<file path="src/rtl/sfm_pkg.sv">
// Shared constants and lane request type for the softmax TCDM lane synchroniser.
package sfm_pkg;

   localparam int unsigned SFM_TCDM_LANE_W = 32;

   typedef struct packed {
      logic [SFM_TCDM_LANE_W-1:0]   add;
      logic [SFM_TCDM_LANE_W/8-1:0] be;
      logic [SFM_TCDM_LANE_W-1:0]   data;
   } sfm_lane_req_t;

endpackage

</file>
<file path="src/rtl/sfm_tcdm_lane_fifo.sv">
// Per-lane response FIFO: holds beats that arrive before the other lanes catch up.
module sfm_tcdm_lane_fifo
   import sfm_pkg::*;
#(
   parameter int unsigned DEPTH = 2
) (
   input  logic                       i_clk,
   input  logic                       i_rst_n,
   input  logic                       i_push,
   input  logic                       i_pop,
   input  logic [SFM_TCDM_LANE_W-1:0] i_data,
   output logic [SFM_TCDM_LANE_W-1:0] o_data,
   output logic                       o_empty,
   output logic                       o_full
);

   localparam int unsigned PW = (DEPTH > 1) ? $clog2(DEPTH) : 1;
   localparam int unsigned CW = $clog2(DEPTH + 1);

   logic [SFM_TCDM_LANE_W-1:0] r_mem [DEPTH];
   logic [PW-1:0]              r_rd;
   logic [PW-1:0]              r_wr;
   logic [CW-1:0]              r_cnt;

   function automatic logic [PW-1:0] f_inc(input logic [PW-1:0] p);
      return (p == PW'(DEPTH - 1)) ? '0 : p + 1'b1;
   endfunction

   always_ff @(posedge i_clk) begin
      if (!i_rst_n) begin
         r_rd  <= '0;
         r_wr  <= '0;
         r_cnt <= '0;
      end else begin
         if (i_push) r_wr <= f_inc(r_wr);
         if (i_pop)  r_rd <= f_inc(r_rd);
         if (i_push && !i_pop)      r_cnt <= r_cnt + 1'b1;
         else if (i_pop && !i_push) r_cnt <= r_cnt - 1'b1;
      end
   end

   always_ff @(posedge i_clk) begin
      if (i_push) r_mem[r_wr] <= i_data;
   end

   assign o_data  = r_mem[r_rd];
   assign o_empty = (r_cnt == '0);
   assign o_full  = (r_cnt == CW'(DEPTH));

   // Issue throttling upstream must keep every lane within DEPTH beats.
   always_ff @(posedge i_clk) begin
      if (i_rst_n) assert (!(i_push && o_full && !i_pop));
   end

endmodule

</file>
<file path="src/rtl/sfm_tcdm_lane_sync.sv">
// Joins MP independent TCDM lanes into one atomic wide grant/response.
// Optional stall counter: define SFM_TCDM_LANE_SYNC_PERF_EN.
module sfm_tcdm_lane_sync
   import sfm_pkg::*;
#(
   parameter int unsigned MP    = 4,
   parameter int unsigned DEPTH = 2
) (
   input  logic                                 clk_i,
   input  logic                                 rst_ni,
   input  logic                                 in_req_i,
   output logic                                 in_gnt_o,
   input  logic [MP-1:0][SFM_TCDM_LANE_W-1:0]   in_add_i,
   input  logic                                 in_wen_i,
   input  logic [MP-1:0][SFM_TCDM_LANE_W/8-1:0] in_be_i,
   input  logic [MP-1:0][SFM_TCDM_LANE_W-1:0]   in_data_i,
   output logic [MP-1:0][SFM_TCDM_LANE_W-1:0]   in_r_data_o,
   output logic                                 in_r_valid_o,
   output logic [MP-1:0]                        out_req_o,
   input  logic [MP-1:0]                        out_gnt_i,
   output logic [MP-1:0][SFM_TCDM_LANE_W-1:0]   out_add_o,
   output logic [MP-1:0]                        out_wen_o,
   output logic [MP-1:0][SFM_TCDM_LANE_W/8-1:0] out_be_o,
   output logic [MP-1:0][SFM_TCDM_LANE_W-1:0]   out_data_o,
   input  logic [MP-1:0][SFM_TCDM_LANE_W-1:0]   out_r_data_i,
   input  logic [MP-1:0]                        out_r_valid_i,
   input  logic                                 perf_clr_i,
   output logic [31:0]                          perf_stall_o
);

   localparam int unsigned CW = $clog2(DEPTH + 1);

   logic [MP-1:0] r_done;
   logic [CW-1:0] r_cnt;
   logic          w_room;
   logic [MP-1:0] w_nempty;
   logic [MP-1:0] w_empty;
   logic [MP-1:0] w_full;
   logic [MP-1:0] w_push;
   logic [MP-1:0] w_pop;
   logic          w_unused;

   logic [SFM_TCDM_LANE_W-1:0] w_head [MP];
   sfm_lane_req_t              w_lreq [MP];

   assign w_room    = (r_cnt < CW'(DEPTH));
   assign out_req_o = {MP{in_req_i & w_room}} & ~r_done;
   assign in_gnt_o  = in_req_i & w_room & (&(r_done | out_gnt_i));

   assign w_nempty     = ~w_empty;
   assign in_r_valid_o = &(w_nempty | out_r_valid_i);
   assign out_wen_o    = {MP{in_req_i & in_wen_i}};

   for (genvar i = 0; i < MP; i++) begin : g_lane
      assign w_lreq[i] = in_req_i ?
         sfm_lane_req_t'{add: in_add_i[i], be: in_be_i[i], data: in_data_i[i]} :
         '0;
      assign out_add_o[i]  = w_lreq[i].add;
      assign out_be_o[i]   = w_lreq[i].be;
      assign out_data_o[i] = w_lreq[i].data;

      // A live beat is stored only if it cannot bypass straight upstream.
      assign w_pop[i]  = in_r_valid_o & w_nempty[i];
      assign w_push[i] = out_r_valid_i[i] & ~(in_r_valid_o & w_empty[i]);

      assign in_r_data_o[i] = !in_r_valid_o ? '0 :
                              w_nempty[i]   ? w_head[i] :
                                              out_r_data_i[i];

      sfm_tcdm_lane_fifo #(.DEPTH(DEPTH)) u_fifo (
         .i_clk   (clk_i),
         .i_rst_n (rst_ni),
         .i_push  (w_push[i]),
         .i_pop   (w_pop[i]),
         .i_data  (out_r_data_i[i]),
         .o_data  (w_head[i]),
         .o_empty (w_empty[i]),
         .o_full  (w_full[i])
      );
   end

   always_ff @(posedge clk_i) begin
      if (!rst_ni) begin
         r_done <= '0;
         r_cnt  <= '0;
      end else begin
         if (in_gnt_o) r_done <= '0;
         else          r_done <= r_done | (out_req_o & out_gnt_i);
         unique case ({in_gnt_o, in_r_valid_o})
            2'b10:   r_cnt <= r_cnt + 1'b1;
            2'b01:   r_cnt <= r_cnt - 1'b1;
            default: r_cnt <= r_cnt;
         endcase
      end
   end

`ifdef SFM_TCDM_LANE_SYNC_PERF_EN
   logic [31:0] r_perf;

   always_ff @(posedge clk_i) begin
      if (!rst_ni)                               r_perf <= '0;
      else if (perf_clr_i)                       r_perf <= '0;
      else if (in_req_i && !in_gnt_o && ~&r_perf) r_perf <= r_perf + 1'b1;
   end

   assign perf_stall_o = r_perf;
`else
   assign perf_stall_o = '0;
`endif

   assign w_unused = ^{w_full, perf_clr_i};

endmodule

</file>
<file path="config.mk">
export PLATFORM = sky130hd
export DESIGN_NAME = sfm_tcdm_lane_sync
export DESIGN_NICKNAME = d
export VERILOG_FILES = /design/src/rtl/sfm_pkg.sv /design/src/rtl/sfm_tcdm_lane_fifo.sv /design/src/rtl/sfm_tcdm_lane_sync.sv
export SDC_FILE = /design/constraint.sdc
export NUM_CORES = 1
export LEC_CHECK = 0
export BUFFER_PORTS_ARGS = -buffer_cell sky130_fd_sc_hd__buf_4
export CORE_AREA = 2 2 331 333
export CTS_CLUSTER_DIAMETER = 30
export DETAILED_ROUTE_END_ITERATION = 16
export DIE_AREA = 0 0 333 335
export PLACE_DENSITY_LB_ADDON = 0.05
export SLEW_MARGIN = 20
export SYNTH_ARGS = -nofsm -noshare
export SYNTH_HDL_FRONTEND = slang
export SYNTH_HIERARCHICAL = 1
export SYNTH_SLANG_ARGS = --single-unit
</file>
<file path="constraint.sdc">
create_clock -name clk_i -period 5.8 [get_ports clk_i]
set_input_delay 0.58 -clock clk_i [delete_from_list [all_inputs] [get_ports clk_i]]
set_output_delay 0.58 -clock clk_i [all_outputs]
set_load 0.02 [all_outputs]
</file>
# --- After elaboration in Yosys (flattened, before gate mapping) ---
# Memories as Yosys holds them, arrays and structs flattened. A register that Yosys moved wholly into a read port is not among the register bits.
# Cells that the tools add are included.
classes:
  add_sub_neg: 18
  order_cmp: 1
  eq_ne: 2
  mux: 45
  bitwise: 27
  n_reduce_logical: 28
ops:
  columns: ["operator", "count"]
  rows:
  - ["$mux 68", 4]
  - ["$mux 32", 8]
  - ["$mux 1", 24]
  - ["$mux 2", 8]
  - ["$and 1x1->1", 15]
  - ["$or 4x4->4", 3]
  - ["$add 2x1->2 const B", 5]
  - ["$reduce_bool 2->1", 5]
  - ["$sub 2x1->2 const B", 5]
  - ["$add 1x1->1 const B", 8]
  - ["$and 4x4->4", 2]
  - ["$logic_and 1x1->1", 8]
  - ["$logic_not 1->1", 8]
  - ["$logic_not 2->1", 4]
  - ["$not 4->4", 2]
  - ["$reduce_and 4->1", 2]
  - ["$not 1->1", 5]
  - ["$pmux 2 s2", 1]
  - ["$eq 2x1->1 const B", 1]
  - ["$eq 2x2->1 const B", 1]
  - ["$lt 2x2->1 const B", 1]
  - ["$reduce_or 2->1", 1]
word_totals:
  ff_bits: 22
  ramBits: 256
  inputBits: 413
  out_inout_bits: 442
  word_cells: 139
  n_memories: 4
memory_table:
  columns: ["name", "depth", "word_bits", "read_ports", "rd_ports_with_merged_regs", "wr", "line", "source"]
  rows:
  - ["g_lane[0].u_fifo.r_mem", 2, 32, 1, 1, 1, "sfm_tcdm_lane_fifo.sv:20", "logic [SFM_TCDM_LANE_W-1:0] r_mem [DEPTH];"]
  - ["g_lane[1].u_fifo.r_mem", 2, 32, 1, 1, 1, "sfm_tcdm_lane_fifo.sv:20", null]
  - ["g_lane[2].u_fifo.r_mem", 2, 32, 1, 1, 1, "sfm_tcdm_lane_fifo.sv:20", null]
  - ["g_lane[3].u_fifo.r_mem", 2, 32, 1, 1, 1, "sfm_tcdm_lane_fifo.sv:20", null]

# --- Logic depth before layout (Yosys ltp) ---
logic_depth:
  word_depth: 11
  ltp_mapped: 12
  mapped_depth_nobuf: 9

# --- By module ---
# Netlist, hierarchy kept.
by_module_without_submodules:
  columns: ["module", "instances", "cells_each", "area_per_inst_um2", "seq_area_each_um2"]
  rows:
  - ["sfm_tcdm_lane_fifo", 4, 122, 2528.7, 2021.9]
  - ["sfm_tcdm_lane_sync", 1, 673, 4393.0, 120.1]

# --- Worst setup path after synthesis ---
# OpenSTA, ideal clock, no wires.
synth_timing:
  kind: "register to register"
  start: "register g_lane[1].u_fifo.r_cnt[0]"
  end: "memory g_lane[0].u_fifo.r_mem[0][0], enable pin"
  setup_ps: 426
  t_arrival_ps: 2988
  required_ps: 5374
  path_slack_ps: 2386
  path_stages_with_launch: 8
  n_path_buf: 1
  period_less_slack_ps: 3414
  cell_sequence: "dfxtp_1 > nor2_1 > buf_2 > inv_2 > o2111ai_2 > inv_1 > a21boi_0 > nor2b_1"
synth_via:
  elab_chain_cells: 9
synth_rtl:
  columns: ["element", "line", "source"]
  rows:
  - ["start, declared", "sfm_tcdm_lane_fifo.sv:23", "logic [CW-1:0] r_cnt;"]
  - ["start signal, assigned", "sfm_tcdm_lane_fifo.sv:37", "if (i_push && !i_pop) r_cnt <= r_cnt + 1'b1;"]
  - ["start signal, assigned", "sfm_tcdm_lane_fifo.sv:38", "else if (i_pop && !i_push) r_cnt <= r_cnt - 1'b1;"]
  - ["$logic_not 2->1", "sfm_tcdm_lane_fifo.sv:47", "assign o_empty = (r_cnt == '0);"]
  - ["net w_empty[1]", "sfm_tcdm_lane_sync.sv:37", "logic [MP-1:0] w_empty;"]
  - ["$not 4->4", "sfm_tcdm_lane_sync.sv:50", "assign w_nempty = ~w_empty;"]
  - ["$or 4x4->4", "sfm_tcdm_lane_sync.sv:51", "assign in_r_valid_o = &(w_nempty | out_r_valid_i);"]
  - ["$reduce_and 4->1", "sfm_tcdm_lane_sync.sv:51", null]
  - ["net in_r_valid_o", "sfm_tcdm_lane_sync.sv:18", "output logic in_r_valid_o,"]
  - ["$and 1x1->1", "sfm_tcdm_lane_sync.sv:64", "assign w_push[i] = out_r_valid_i[i] & ~(in_r_valid_o & w_empty[i]);"]
  - ["$not 1->1", "sfm_tcdm_lane_sync.sv:64", null]
  - ["$and 1x1->1", "sfm_tcdm_lane_sync.sv:64", null]
  - ["net w_push[0]", "sfm_tcdm_lane_sync.sv:39", "logic [MP-1:0] w_push;"]
  - ["$mux 1", "sfm_tcdm_lane_fifo.sv:43", "if (i_push) r_mem[r_wr] <= i_data;"]
  - ["$mux 1 (not written as such)", "sfm_tcdm_lane_fifo.sv:43", null]
  - ["end, declared", "sfm_tcdm_lane_fifo.sv:20", null]
# The timed path passes the listed nets, and every way through them passes these cells.

==> impl_metrics.tcl <==
set metrics [dict create \
    run_status "finished, final reports clean" \
    worstPathRequired_ns 5.22 \
    number_of_clock_buffers_inserted_by_tritoncts 87 \
    critical_path_class "flip-flop to output port" \
    p_total_mw 11.51 \
    critical_path.reg2reg.startpoint "g_lane[1].u_fifo/r_cnt[0]$_SDFFE_PN0P_" \
    mostFrequentLayoutCell "sky130_fd_sc_hd__buf_4" \
    max_clock_freq_mhz 324.2 \
    final.hold.worst_slack_ns 0.1569 \
    finalWirelength_mm 92.15 \
    post_synth.cell_area_avg_um2 12.51 \
    min_delay_worst_endpoint "g_lane[2].u_fifo/r_mem[1][31]$_DFFE_PP_" \
    core_um2 108100 \
    final_worst_path_period_share_pct 53.18 \
    antenna_found_initial 20 \
    post_drt_wl_per_cell_um 26.43 \
    power_density_nw_per_um2 461.8 \
    place_inst 3326 \
    timing.max_slew.rel_slack_pct 33.44 \
    synth.yosys.warnings 6 \
    synthesis.instances 1157 \
    switching_power_mw 3.960 \
    worst_hold_path_type "input port to flip-flop" \
    critical_path.reg2reg.endpoint "g_lane[1].u_fifo/r_mem[0][6]$_DFFE_PP_" \
    cts_resized 0 \
    cts_post_setup_buffers_inserted 0 \
    timing.reg2reg.setup_slack_ns 2.96 \
    critical_path_peak_fanout 32 \
    peak_supply_drop_uv 293.6 \
    grt_start_max_net_pins 133 \
    cts_hold_buf 0 \
    ctsRootBufferMaster "sky130_fd_sc_hd__clkbuf_16" \
    switching_share_pct 34.41 \
    detail_route.drc_violations 0 \
    critical_path.max_stage_delay_ns 0.94 \
    tritoncts "yes" \
    grt_setup_unrepaired "false" \
    drt_first_iter_violations 422 \
    grt_first_pass_wirelength_mm 122.0 \
    critPathArrivalTime_ns 2.50 \
    clock_tree.buffer_depth 3 \
    ios 855 \
    min-delay-start "out_r_data_i[95]" \
    clk_pin_slew_worst_paths_ns 0.04 \
    gpl.final_weighted_congestion 0.8966 \
    power_leakage_nw 10.96 \
    report.final.hold_viol_count 0 \
    finalMaxSlewViolations 0 \
    die_area_um2 111600 \
    dr_total_vias 12410 \
    std_cell_rows 121 \
    hold_path_depth 1 \
    vias_per_cell 3.559 \
    die_height_um 335 \
    grt_pass1_vias 13703 \
    num-nets-final 2419 \
    placement_setup_slack_ns 2.474 \
    post_layout_instance_area_um2 24920 \
    drt-pass1-iter-count 4 \
    worstSetupEndpointType "output port" \
    start_kind "flip-flop" \
    buffer_ports.inserted 821 \
    worst_slack_ns 2.716 \
    synth_area_um2 14470 \
    post-route-util_pct 23.05 \
    p_clk_share_pct 39.7 \
    route.antenna.remaining_nets 0 \
    most-common-layout-cells "833 x sky130_fd_sc_hd__buf_4, 286 x sky130_fd_sc_hd__and2_1, 256 x sky130_fd_sc_hd__edfxtp_1, 142 x sky130_fd_sc_hd__nor2_1, 128 x sky130_fd_sc_hd__mux2i_1" \
    h-tree-depth 3 \
    area_growth_pct 72.20 \
    share_of_layout_cells_above_drive_strength_1_pct 52.99 \
    final.setup_skew_ns 0.02143 \
    totalNegativeSetupSlack_ns 0 \
    drv_cap 0 \
    reg2regPathDepth 7 \
    dp_hpwl_mm 74.60 \
    initial_utilization_pct 13.39 \
    clkSinkCount 282 \
    seq_power_share_pct 24.0 \
    final_cells 3487 \
    crit_chain "mux2_2, mux2i_1, nor2_1, buf_4" \
    internal_power_mw 7.549 \
    power_frac_comb_pct 36.3 \
    die_w_um 333 \
    timing.critical_path.slowest_stage_cell "sky130_fd_sc_hd__dfxtp_2" \
    postPlaceCellArea_um2 22060 \
    finalSetupViolCount 0 \
    worst_skew_pair.late_latency_ns 0.62 \
    layout_min_cycle_time_ns 3.084 \
    worst_pin_slew_ns 0.9984 \
    grtUsageTotal_pct 16.04 \
    grt_overflow_total 0 \
]
[power groups by stage]
stage	logic [mW]	clock network, mW	registers [mW]
2_1_floorplan	2.59	0	2.71
3_3_place_gp	4.34	0	2.80
3_5_place_dp	4.33	0	2.81
4_1_cts	4.34	4.71	2.78
5_1_grt	4.52	4.82	2.81
6_report	4.18	4.57	2.77
[layer usage]
layer | GRT usage (%) | up-vias | part of all wire, %
li1 | - | 5689 | -
met3 | 7.940 | 108 | 11
met1 | 19.15 | 6050 | 41
met2 | 26.26 | 549 | 47
met5 | 0 | - | 0.10
met4 | 2.484 | 14 | 1.2
[flip-flops by register name, indices dropped and copies added (netlist names), named ones only]
signal               flops
g_lane.u_fifo/r_rd       4
r_cnt                    2
g_lane.u_fifo/r_wr       4
g_lane.u_fifo/r_mem    256
g_lane.u_fifo/r_cnt      8
r_done                   4
[worst max path at each step]
| stage | slack, ns | endpoint | startpoint | cells past startpoint |
|---|---|---|---|---|
| floorplan | 2.39 | g_lane[0].u_fifo/r_mem[0][0]$_DFFE_PP_ | g_lane[1].u_fifo/r_cnt[0]$_SDFFE_PN0P_ | 7 |
| global placement | 2.50 | g_lane[1].u_fifo/r_mem[0][21]$_DFFE_PP_ | out_r_valid_i[0] | 7 |
| detailed placement | 2.47 | g_lane[1].u_fifo/r_mem[0][10]$_DFFE_PP_ | out_r_valid_i[0] | 7 |
| CTS | 2.54 | in_r_data_o[70] | flip-flop | 4 |
| global route | 2.49 | in_r_data_o[70] | flip-flop | 4 |
| finish | 2.72 | in_r_data_o[70] | flip-flop | 4 |
[final cells by class]
cell class              count  area, µm²
diodes                      1      2.502
clock buffers              98       2240
clock inverters            62      614.3
fillers                 11769      83170
inverters                   6      22.52
multi-input cells         789       5777
flip-flops and latches    282       8212
well taps                1414       1769
repair buffers            835       6285
[worst max-delay path: cells and delay by family (launching register included)]
kind	cells	cell delay [ns]
flops	1	0.94
mux	2	0.68
simple gates	1	0.09
buf+inv	1	0.19
No activity file was read; power rests on OpenSTA's default activity.
